**src/rtl/image_host_ctrl_if.sv**
```systemverilog
// ---------------------------------------------------------------------------
// image_host_ctrl_if
//   Bundles the pixel input stream, the result output stream and the CPU
//   memory bus used by image_host_ctrl.
//   slave  : controller side (image_host_ctrl)
//   master : environment side (pixel source, result sink, CPU)
//   Signals:
//     s_valid/s_data/s_ready  input pixel stream (valid-ready)
//     m_valid/m_data/m_ready  result stream (valid-ready)
//     cpu_status[1:0]         CPU mode: 00 idle, 10 load, 01 process, 11 readout
//     cpu_addr[15:0]          CPU memory address
//     cpu_data[7:0]           pixel written to CPU memory in load mode
//     cpu_end                 CPU end_process flag
//     cpu_out[7:0]            CPU result byte for the current cpu_addr
// ---------------------------------------------------------------------------
interface image_host_ctrl_if;
  logic        s_valid;
  logic [7:0]  s_data;
  logic        s_ready;
  logic        m_valid;
  logic [7:0]  m_data;
  logic        m_ready;
  logic [1:0]  cpu_status;
  logic [15:0] cpu_addr;
  logic [7:0]  cpu_data;
  logic        cpu_end;
  logic [7:0]  cpu_out;

  modport slave (
    input  s_valid, s_data, m_ready, cpu_end, cpu_out,
    output s_ready, m_valid, m_data, cpu_status, cpu_addr, cpu_data
  );

  modport master (
    output s_valid, s_data, m_ready, cpu_end, cpu_out,
    input  s_ready, m_valid, m_data, cpu_status, cpu_addr, cpu_data
  );
endinterface

```
**src/rtl/image_host_ctrl.sv**
```systemverilog
// ---------------------------------------------------------------------------
// image_host_ctrl
//   Host-side sequencer for an image-processing CPU: on a start pulse it
//   streams IN_COUNT pixels into CPU memory, lets the CPU process until it
//   raises cpu_end, then reads OUT_COUNT result bytes back and emits them on
//   a valid-ready stream.
//   Ports:
//     clk     sole clock, rising edge
//     rst_n   asynchronous active-low reset
//     start   single-cycle pulse, honoured only in IDLE/DONE/ERR
//     bus     image_host_ctrl_if.slave (pixel stream, result stream, CPU bus)
//     busy    sequence active
//     done    sequence completed, held until the next start
//     err     processing watchdog fired
//   Build option:
//     HOST_CTRL_TIMEOUT_EN  when defined, a watchdog aborts PROC to ERR after
//                           TIMEOUT_CYCLES cycles without cpu_end; otherwise
//                           err is tied low and PROC waits indefinitely.
// ---------------------------------------------------------------------------
module image_host_ctrl #(
  parameter int unsigned IN_COUNT       = 65536,
  parameter int unsigned OUT_COUNT      = 16129,
  parameter int unsigned RD_WAIT        = 2,
  parameter int unsigned TIMEOUT_CYCLES = 1048576
) (
  input  logic               clk,
  input  logic               rst_n,
  input  logic               start,
  image_host_ctrl_if.slave   bus,
  output logic               busy,
  output logic               done,
  output logic               err
);

  localparam logic [16:0] IN_LAST   = 17'(IN_COUNT - 1);
  localparam logic [16:0] OUT_LAST  = 17'(OUT_COUNT - 1);
  // A read wait of zero is treated as one cycle so RWAIT always terminates.
  localparam int unsigned WAIT_N    = (RD_WAIT == 0) ? 1 : RD_WAIT;
  localparam logic [15:0] WAIT_LAST = 16'(WAIT_N - 1);

  typedef enum logic [3:0] {
    IDLE, LOAD, FLUSH, PROC, RADDR, RWAIT, SEND, DONE, ERR
  } state_t;

  state_t      r_state,      w_state_nx;
  logic [1:0]  r_cpu_status, w_cpu_status_nx;
  logic [15:0] r_cpu_addr,   w_cpu_addr_nx;
  logic [7:0]  r_cpu_data,   w_cpu_data_nx;
  logic        r_s_ready,    w_s_ready_nx;
  logic        r_m_valid,    w_m_valid_nx;
  logic [7:0]  r_m_data,     w_m_data_nx;
  logic        r_busy,       w_busy_nx;
  logic        r_done,       w_done_nx;
  logic [16:0] r_beat,       w_beat_nx;
  logic [16:0] r_oidx,       w_oidx_nx;
  logic [16:0] w_oidx_inc;
  logic [15:0] r_wait,       w_wait_nx;

`ifdef HOST_CTRL_TIMEOUT_EN
  localparam logic [31:0] TO_LAST = 32'(TIMEOUT_CYCLES - 1);
  logic [31:0] r_wdog, w_wdog_nx;
  logic        r_err,  w_err_nx;
`endif

  assign w_oidx_inc = r_oidx + 17'd1;

  // Next-state and next-output logic; every output is taken from a register.
  always_comb begin
    w_state_nx      = r_state;
    w_cpu_status_nx = r_cpu_status;
    w_cpu_addr_nx   = r_cpu_addr;
    w_cpu_data_nx   = r_cpu_data;
    w_s_ready_nx    = r_s_ready;
    w_m_valid_nx    = r_m_valid;
    w_m_data_nx     = r_m_data;
    w_busy_nx       = r_busy;
    w_done_nx       = r_done;
    w_beat_nx       = r_beat;
    w_oidx_nx       = r_oidx;
    w_wait_nx       = r_wait;
`ifdef HOST_CTRL_TIMEOUT_EN
    w_wdog_nx       = r_wdog;
    w_err_nx        = r_err;
`endif

    case (r_state)
      IDLE, DONE, ERR: begin
        if (start) begin
          w_state_nx      = LOAD;
          w_cpu_status_nx = 2'b10;
          w_s_ready_nx    = 1'b1;
          w_busy_nx       = 1'b1;
          w_done_nx       = 1'b0;
          w_beat_nx       = '0;
`ifdef HOST_CTRL_TIMEOUT_EN
          w_err_nx        = 1'b0;
`endif
        end
      end

      LOAD: begin
        if (bus.s_valid && r_s_ready) begin
          w_cpu_data_nx = bus.s_data;
          w_cpu_addr_nx = r_beat[15:0];
          if (r_beat == IN_LAST) begin
            w_s_ready_nx = 1'b0;
            w_state_nx   = FLUSH;
          end else begin
            w_beat_nx = r_beat + 17'd1;
          end
        end
      end

      // cpu_status stays 10 here so the final pixel is written.
      FLUSH: begin
        w_state_nx      = PROC;
        w_cpu_status_nx = 2'b01;
        w_cpu_addr_nx   = '0;
`ifdef HOST_CTRL_TIMEOUT_EN
        w_wdog_nx       = '0;
`endif
      end

      PROC: begin
        if (bus.cpu_end) begin
          w_state_nx      = RADDR;
          w_cpu_status_nx = 2'b11;
          w_cpu_addr_nx   = '0;
          w_oidx_nx       = '0;
        end
`ifdef HOST_CTRL_TIMEOUT_EN
        else if (r_wdog == TO_LAST) begin
          w_state_nx      = ERR;
          w_cpu_status_nx = 2'b00;
          w_err_nx        = 1'b1;
          w_busy_nx       = 1'b0;
        end else begin
          w_wdog_nx = r_wdog + 32'd1;
        end
`endif
      end

      RADDR: begin
        w_state_nx = RWAIT;
        w_wait_nx  = '0;
      end

      RWAIT: begin
        if (r_wait == WAIT_LAST) begin
          w_m_data_nx  = bus.cpu_out;
          w_m_valid_nx = 1'b1;
          w_state_nx   = SEND;
        end else begin
          w_wait_nx = r_wait + 16'd1;
        end
      end

      SEND: begin
        if (bus.m_ready) begin
          w_m_valid_nx = 1'b0;
          if (r_oidx < OUT_LAST) begin
            w_oidx_nx     = w_oidx_inc;
            w_cpu_addr_nx = w_oidx_inc[15:0];
            w_state_nx    = RADDR;
          end else begin
            w_state_nx      = DONE;
            w_cpu_status_nx = 2'b00;
            w_done_nx       = 1'b1;
            w_busy_nx       = 1'b0;
          end
        end
      end

      default: begin
        w_state_nx = IDLE;
      end
    endcase
  end

  always_ff @(posedge clk or negedge rst_n) begin
    if (!rst_n) begin
      r_state      <= IDLE;
      r_cpu_status <= '0;
      r_cpu_addr   <= '0;
      r_cpu_data   <= '0;
      r_s_ready    <= 1'b0;
      r_m_valid    <= 1'b0;
      r_m_data     <= '0;
      r_busy       <= 1'b0;
      r_done       <= 1'b0;
      r_beat       <= '0;
      r_oidx       <= '0;
      r_wait       <= '0;
`ifdef HOST_CTRL_TIMEOUT_EN
      r_wdog       <= '0;
      r_err        <= 1'b0;
`endif
    end else begin
      r_state      <= w_state_nx;
      r_cpu_status <= w_cpu_status_nx;
      r_cpu_addr   <= w_cpu_addr_nx;
      r_cpu_data   <= w_cpu_data_nx;
      r_s_ready    <= w_s_ready_nx;
      r_m_valid    <= w_m_valid_nx;
      r_m_data     <= w_m_data_nx;
      r_busy       <= w_busy_nx;
      r_done       <= w_done_nx;
      r_beat       <= w_beat_nx;
      r_oidx       <= w_oidx_nx;
      r_wait       <= w_wait_nx;
`ifdef HOST_CTRL_TIMEOUT_EN
      r_wdog       <= w_wdog_nx;
      r_err        <= w_err_nx;
`endif
    end
  end

  assign bus.cpu_status = r_cpu_status;
  assign bus.cpu_addr   = r_cpu_addr;
  assign bus.cpu_data   = r_cpu_data;
  assign bus.s_ready    = r_s_ready;
  assign bus.m_valid    = r_m_valid;
  assign bus.m_data     = r_m_data;
  assign busy           = r_busy;
  assign done           = r_done;

`ifdef HOST_CTRL_TIMEOUT_EN
  assign err = r_err;
`else
  assign err = 1'b0;
`endif

endmodule
```
**src/flat_wrapper.sv**
```systemverilog
// flat-port wrapper written by rule: the top's interface ports become plain ports
module image_host_ctrl_flat 
#(
  parameter int unsigned IN_COUNT       = 65536,
  parameter int unsigned OUT_COUNT      = 16129,
  parameter int unsigned RD_WAIT        = 2,
  parameter int unsigned TIMEOUT_CYCLES = 1048576
)
  (clk, rst_n, start, busy, done, err, bus_s_valid, bus_s_data, bus_m_ready, bus_cpu_end, bus_cpu_out, bus_s_ready, bus_m_valid, bus_m_data, bus_cpu_status, bus_cpu_addr, bus_cpu_data);
  image_host_ctrl_if bus_i ();
  input  logic clk;
  input  logic rst_n;
  input  logic start;
  output logic busy;
  output logic done;
  output logic err;
  input wire logic [$bits(bus_i.s_valid)-1:0] bus_s_valid;
  input wire logic [$bits(bus_i.s_data)-1:0] bus_s_data;
  input wire logic [$bits(bus_i.m_ready)-1:0] bus_m_ready;
  input wire logic [$bits(bus_i.cpu_end)-1:0] bus_cpu_end;
  input wire logic [$bits(bus_i.cpu_out)-1:0] bus_cpu_out;
  output wire logic [$bits(bus_i.s_ready)-1:0] bus_s_ready;
  output wire logic [$bits(bus_i.m_valid)-1:0] bus_m_valid;
  output wire logic [$bits(bus_i.m_data)-1:0] bus_m_data;
  output wire logic [$bits(bus_i.cpu_status)-1:0] bus_cpu_status;
  output wire logic [$bits(bus_i.cpu_addr)-1:0] bus_cpu_addr;
  output wire logic [$bits(bus_i.cpu_data)-1:0] bus_cpu_data;
  assign bus_i.s_valid = bus_s_valid;
  assign bus_i.s_data = bus_s_data;
  assign bus_i.m_ready = bus_m_ready;
  assign bus_i.cpu_end = bus_cpu_end;
  assign bus_i.cpu_out = bus_cpu_out;
  assign bus_s_ready = bus_i.s_ready;
  assign bus_m_valid = bus_i.m_valid;
  assign bus_m_data = bus_i.m_data;
  assign bus_cpu_status = bus_i.cpu_status;
  assign bus_cpu_addr = bus_i.cpu_addr;
  assign bus_cpu_data = bus_i.cpu_data;
  image_host_ctrl #(.IN_COUNT(IN_COUNT), .OUT_COUNT(OUT_COUNT), .RD_WAIT(RD_WAIT), .TIMEOUT_CYCLES(TIMEOUT_CYCLES)) u_core (.clk(clk), .rst_n(rst_n), .start(start), .bus(bus_i), .busy(busy), .done(done), .err(err));
endmodule
```
**config.mk**
```make
export PLATFORM = sky130hd
export DESIGN_NAME = image_host_ctrl_flat
export DESIGN_NICKNAME = d
export VERILOG_FILES = /design/src/rtl/image_host_ctrl_if.sv /design/src/rtl/image_host_ctrl.sv /design/src/flat_wrapper.sv
export SDC_FILE = /design/constraint.sdc
export NUM_CORES = 1
export LEC_CHECK = 0
export ABC_CLOCK_PERIOD_IN_PS = 2000
export BUFFER_PORTS_ARGS = -buffer_cell sky130_fd_sc_hd__buf_2
export CAP_MARGIN = 25
export CORE_MARGIN = 5
export CORE_UTILIZATION = 52
export CTS_CLUSTER_DIAMETER = 40
export DETAILED_ROUTE_END_ITERATION = 6
export PLACE_DENSITY = 0.76
export SLEW_MARGIN = 20
export SYNTH_ARGS = -nofsm -noshare
export SYNTH_HDL_FRONTEND = slang
export SYNTH_SLANG_ARGS = --single-unit
```
**constraint.sdc**
```tcl
create_clock -name clk -period 2 [get_ports clk]
set_input_delay 0.1 -clock clk [delete_from_list [all_inputs] [get_ports clk]]
set_output_delay 0.1 -clock clk [all_outputs]
set_load 0.01 [all_outputs]
```
* After elaboration in Yosys (flattened, before gate mapping)
Index checks and enable logic that the tools add are counted.
** Storage, ports and cells
- Bits in registers :: 92
- Output and inout bits :: 39
- Logic and storage cells :: 99
** Operators by class
- Add/subtract/negate cells :: 3
- Order comparisons :: 1
- Eq/ne operators :: 20
- Muxes and demuxes :: 42
- Reductions and logical operators :: 21
** Operators with widths (count)
- $mux W17 :: 6
- $mux W16 :: 5
- $pmux W17 S2 :: 2
- $pmux W16 S4 :: 1
- $add A17 B1 Y17 const B :: 2
- $pmux W16 S2 :: 1
- $pmux W4 S7 :: 1
- $mux W4 :: 6
- $eq A17 B16 Y1 const B :: 1
- $lt A17 B14 Y1 const B :: 1
- $add A16 B1 Y16 const B :: 1
- $eq A16 B1 Y1 const B :: 1
- $eq A4 B3 Y1 const B :: 4
- $reduce_and A4 Y1 :: 4
- $ne A2 B2 Y1 const B :: 6
- $mux W1 :: 10
- $mux W2 :: 5
- $reduce_and A5 Y1 :: 2
- $reduce_bool A2 Y1 :: 5
- $eq A4 B2 Y1 const B :: 2
- $ne A2 B1 Y1 const B :: 4
- $pmux W1 S2 :: 4
- $pmux W2 S4 :: 1
- $reduce_bool A4 Y1 :: 2
- other kinds (8) :: 10

* Logic depth before layout (Yosys ltp)
- Depth after elaboration :: 4
- Mapped depth :: 9
- Gate-level depth less buffers :: 8

* Worst setup path before layout
No wires, ideal clock.
- Kind :: reg2reg
- Start :: register u_core.r_beat[0]
- End :: register u_core.r_beat[8]
- Arrival :: 1.981 ns
- Required time :: 1.868 ns
- Slack :: -0.113 ns
- Stages on the path, launching flop included :: 10
- Path buffers :: 1
- Clock period less this slack :: 2.113 ns
- Cell sequence :: dfrtp_1 -> ha_1 -> nand4_1 -> nor4_1 -> ha_1 -> or3_1 -> buf_4 -> a211oi_2 -> xnor2_1 -> nor2_1
** On the way
- Word-level cells in the longest chain between the ends :: 4
- Elaborated cells between the ends (all ways) :: 7
- Classes of those cells :: 1 x add/sub; 2 x eq/ne; 3 x mux; 1 x reduce/logical
** Ends and longest elaborated chain
- start: declaration :: line image_host_ctrl.sv:54 : logic [16:0] r_beat, w_beat_nx;
- start signal: assignment :: line image_host_ctrl.sv:208 : r_beat <= w_beat_nx;
- $add A17 B1 Y17 :: line image_host_ctrl.sv:109 : w_beat_nx = r_beat + 17'd1;
- $mux W17 :: line image_host_ctrl.sv:105 : if (r_beat == IN_LAST) begin
- $mux W17 :: line image_host_ctrl.sv:102 : if (bus.s_valid && r_s_ready) begin
- $pmux W17 S2 :: line image_host_ctrl.sv:86 : case (r_state)
Several ways; a longest one is shown, not always the timed one. The select of a mux whose other input is x is not followed.
A chain may end at the register's enable or synchronous reset.

* Worst setup path in the final report
- Start :: register u_core.r_beat[11]
- End :: register u_core.r_beat[4]
** On the way
- Word-level cells in the longest chain between the ends :: 3
** Ends and longest elaborated chain (line)
- $eq A17 B16 Y1 :: image_host_ctrl.sv:105
- $ne A2 B2 Y1 (no line)
- $reduce_and A4 Y1 (no line)
No other way between the ends.

==> run_results.csv <==
group,metric,value,unit
outcome,outcome,"completed",
detailed_routing,first_iter_violations,221,
detailed_routing,wl_per_cell,16.0,µm
power_and_ir_drop,p_leak,2.54,nW
timing,min_period_over_period,94.5,%
logic_synthesis,synthCells,464,
timing,finalSetupViolCount,0,
timing,fin_setup_tns,0,ns
worst_setup_path,cpMaxStageDelayCell,"dfrtp_1",
floorplan,floorplan.initialDensity,52.8,%
hold_path,worstHoldEndpoint,"u_core.r_oidx[0]",
floorplan,rows,34,
timing,skew,0.0142,ns
power_and_ir_drop,pwr_density_cell,717,nW/µm²
clock_tree,cts-root-buf,"clkbuf_8",
finish,final_cells,675,
worst_setup_path,crit_path_end_kind,"register",
hold_path,hp-class,"input pin to register",
worst_setup_path,crit_buf_inv,1,
clock_tree,clockBufferDepth,2,
worst_setup_path,worst-path-max-fanout,9,
clock_tree,cts-buffers-inserted,9,
detailed_routing,drc,0,
run,maxCapViolCount,0,
floorplan,chipWidth,103,µm
timing,slew_headroom,62.4,%
timing,min_period,1.89,ns
finish,fin_util,64.7,%
hold_path,hp-start,"bus_m_ready",
timing,maxSlewViolCount,0,
hold_path,hold_depth,3,
finish,finalNetCount,589,
detailed_routing,viasPerCell,5.62,
global_routing,grtUsageTotal,21.8,%
placement,hpwl,7760,µm
global_routing,overflow,0,
logic_synthesis,syn-cell-area,4540,µm²
global_routing,grt_pass1_wl,18100,µm
logic_synthesis,syn_area_per_cell,9.78,µm²
worst_setup_path,reg2reg_slack,0.11,ns
logic_synthesis,synth_ff_type,"dfrtp_1",
timing,grt_setup_unrepaired,"true",
finish,final_cell_mix,"dfrtp_1, nand2_1, buf_2",
worst_setup_path,path_class,"register to register",
clock_tree,clock-sinks,91,
worst_setup_path,rr_endpoint,"u_core.r_beat[4]",
worst_setup_path,arrival,2.14,ns
global_routing,grt_pass1_vias,3627,
detailed_routing,routed_wl,10800,µm
detailed_routing,route.vias.total,3794,
floorplan,dieArea,10700,µm²
clock_tree,clock_latency,0.37,ns
worst_setup_path,reg2regPathDepth,9,
logic_synthesis,synthArstFlopShare,100,%
placement,dp_cells,641,
floorplan,fp.coreArea,8590,µm²
logic_synthesis,ys_seq_elements,91,
logic_synthesis,synth_edf_count,0,
worst_setup_path,cpPeakStageDelay,0.38,ns
worst_setup_path,crit_family,"simple AND/OR/NAND/NOR gates",
global_routing,grt_max_degree,62,
finish,drive_gt1_share,25.0,%
placement,place_ws,-0.0639,ns
clock_tree,clk_pin_slew_worst_paths,0.09,ns
timing,finalHoldViolations,0,
worst_setup_path,cp_common_cell,"nand4_1",
detailed_routing,firstDrtPassIters,5,
logic_synthesis,synth.distinct_cells,50,
timing,tightest_slew,0.558,ns
timing,fin_ws,0.110,ns
finish,layout_commonest_cell,"dfrtp_1",
worst_setup_path,crit_path_cell_trace,"and3_1 > nand4_1 > nor4_2 > ha_2 > buf_4 > nor3_4 > nand4_1 > xor2_1 > nor2_1",
floorplan,die_height,103,µm
global_routing,antenna_found_initial,0,
logic_synthesis,syn-num-nets,491,
detailed_routing,ant_nets,0,
floorplan,boundaryPins,61,
logic_synthesis,seq_area_frac_synth,50.2,%
worst_setup_path,cp-start-kind,"register",
timing,max_freq,529,MHz
clock_tree,cts_tree,"built",
placement,io_buffers,59,
placement,routabilityCongestion,0.915,
worst_setup_path,worstReg2RegStart,"u_core.r_beat[11]",
logic_synthesis,ys_warn_count,0,
finish,antenna_cells,0,
clock_tree,cts.htree.levels,3,
finish,synthToLayoutAreaGrowth,22.6,%
power_and_ir_drop,irDropWorstVdd,421,µV
worst_setup_path,required,2.25,ns
[report_power, final]
group | switching (mW) | internal [mW]
logic | 0.347 | 0.286
registers | 0.0711 | 1.96
clock network | 0.670 | 0.649
[metal layers]
metal	share of wire [%]	track usage, %	vias up	routed length, µm
met2	49	34.3	97	5250
met1	44	30.7	1842	4780
met3	5.1	4.36	13	544
met5	0	0	-	0
met4	1.8	6.27	0	193
li1	-	-	1842	-
[synthesized netlist by cell type, types with 8 or more instances]
library cell	count	share of area, %
dfrtp_1	91	50
o31ai_1	9	1.5
nand2_1	60	5.0
nor4_1	9	1.2
o21ai_0	18	2.0
a21oi_1	14	1.5
nand4_1	10	1.4
nand3_1	21	2.3
clkbuf_1	15	1.2
xor2_1	22	4.2
mux2_2	18	4.5
a31oi_1	10	1.4
o211ai_1	11	1.8
nor3_1	8	0.88
xnor2_1	14	2.7
nor2_1	48	4.0
[registers in the layout (all words and copies together) (netlist names)]
register and flops:
u_core.r_oidx 17, u_core.done 1, u_core.bus.m_data 8, u_core.r_state 3, u_core.bus.m_valid 1, u_core.busy 1
u_core.bus.cpu_addr 16, u_core.r_beat 17, u_core.bus.s_ready 1, u_core.bus.cpu_status 2, u_core.bus.cpu_data 8, u_core.r_wait 16
[per-stage QoR]
stage	hold slack, ns	power, mW	cell area, µm²
2_1_floorplan	-0.196	2.38	4550
3_3_place_gp	0.0642	2.64	5150
3_5_place_dp	0.0729	2.67	5150
4_1_cts	0.0689	4.01	5550
5_1_grt	0.111	4.17	5560
6_report	0.0854	3.99	5560
[kinds of logic after synthesis]
logic type / Yosys count / synth area share [%]
buffers and inverters: 30 / 2.76
XOR/XNOR: 36 / 6.95
AND/OR/NAND/NOR: 197 / 21.6
AO/OA/AOI/OAI: 86 / 12.6
adder cells (fa/ha/maj): 5 / 1.38
other: 1 / 0.0827
multiplexers: 18 / 4.47
flip-flops: 91 / 50.2
[worst register-to-register path, cell delays in order (launching register included)]
cell,delay [ns]
dfrtp_1,0.38
and3_1,0.20
nand4_1,0.11
nor4_2,0.05
ha_2,0.19
buf_4,0.15
nor3_4,0.29
nand4_1,0.16
xor2_1,0.18
nor2_1,0.07
[how the worst max path moves through the flow]
stage,start,endpoint,slack (ns),cells past startpoint
6_report,u_core.r_beat[11],u_core.r_beat[4],0.11,9
5_1_grt,u_core.r_beat[11],u_core.r_beat[4],-0.03,9
4_1_cts,u_core.r_beat[11],u_core.r_beat[13],0.06,9
3_5_place_dp,u_core.r_beat[11],u_core.r_beat[13],-0.06,9
3_3_place_gp,u_core.r_beat[11],u_core.r_beat[15],-0.001,9
2_1_floorplan,u_core.r_beat[2],u_core.r_beat[9],0.0007,9
[what timing repair did]
action,CTS,global route
gates resized for setup,2,2
hold endpoints to repair,47,0
hold buffers,18,0
pin swaps,0,2
buffers inserted,0,0
setup endpoints to repair,14,15
[cell type report]
cell class              instances  area (µm²)
well taps                     108         135
clock buffers                  11         151
repair buffers                110         751
clock inverters                 5        58.8
multi-input cells             343        2160
flip-flops and latches         91        2280
fillers                       704        3030
inverters                       7        26.3
(Power assumes the default switching activity.)
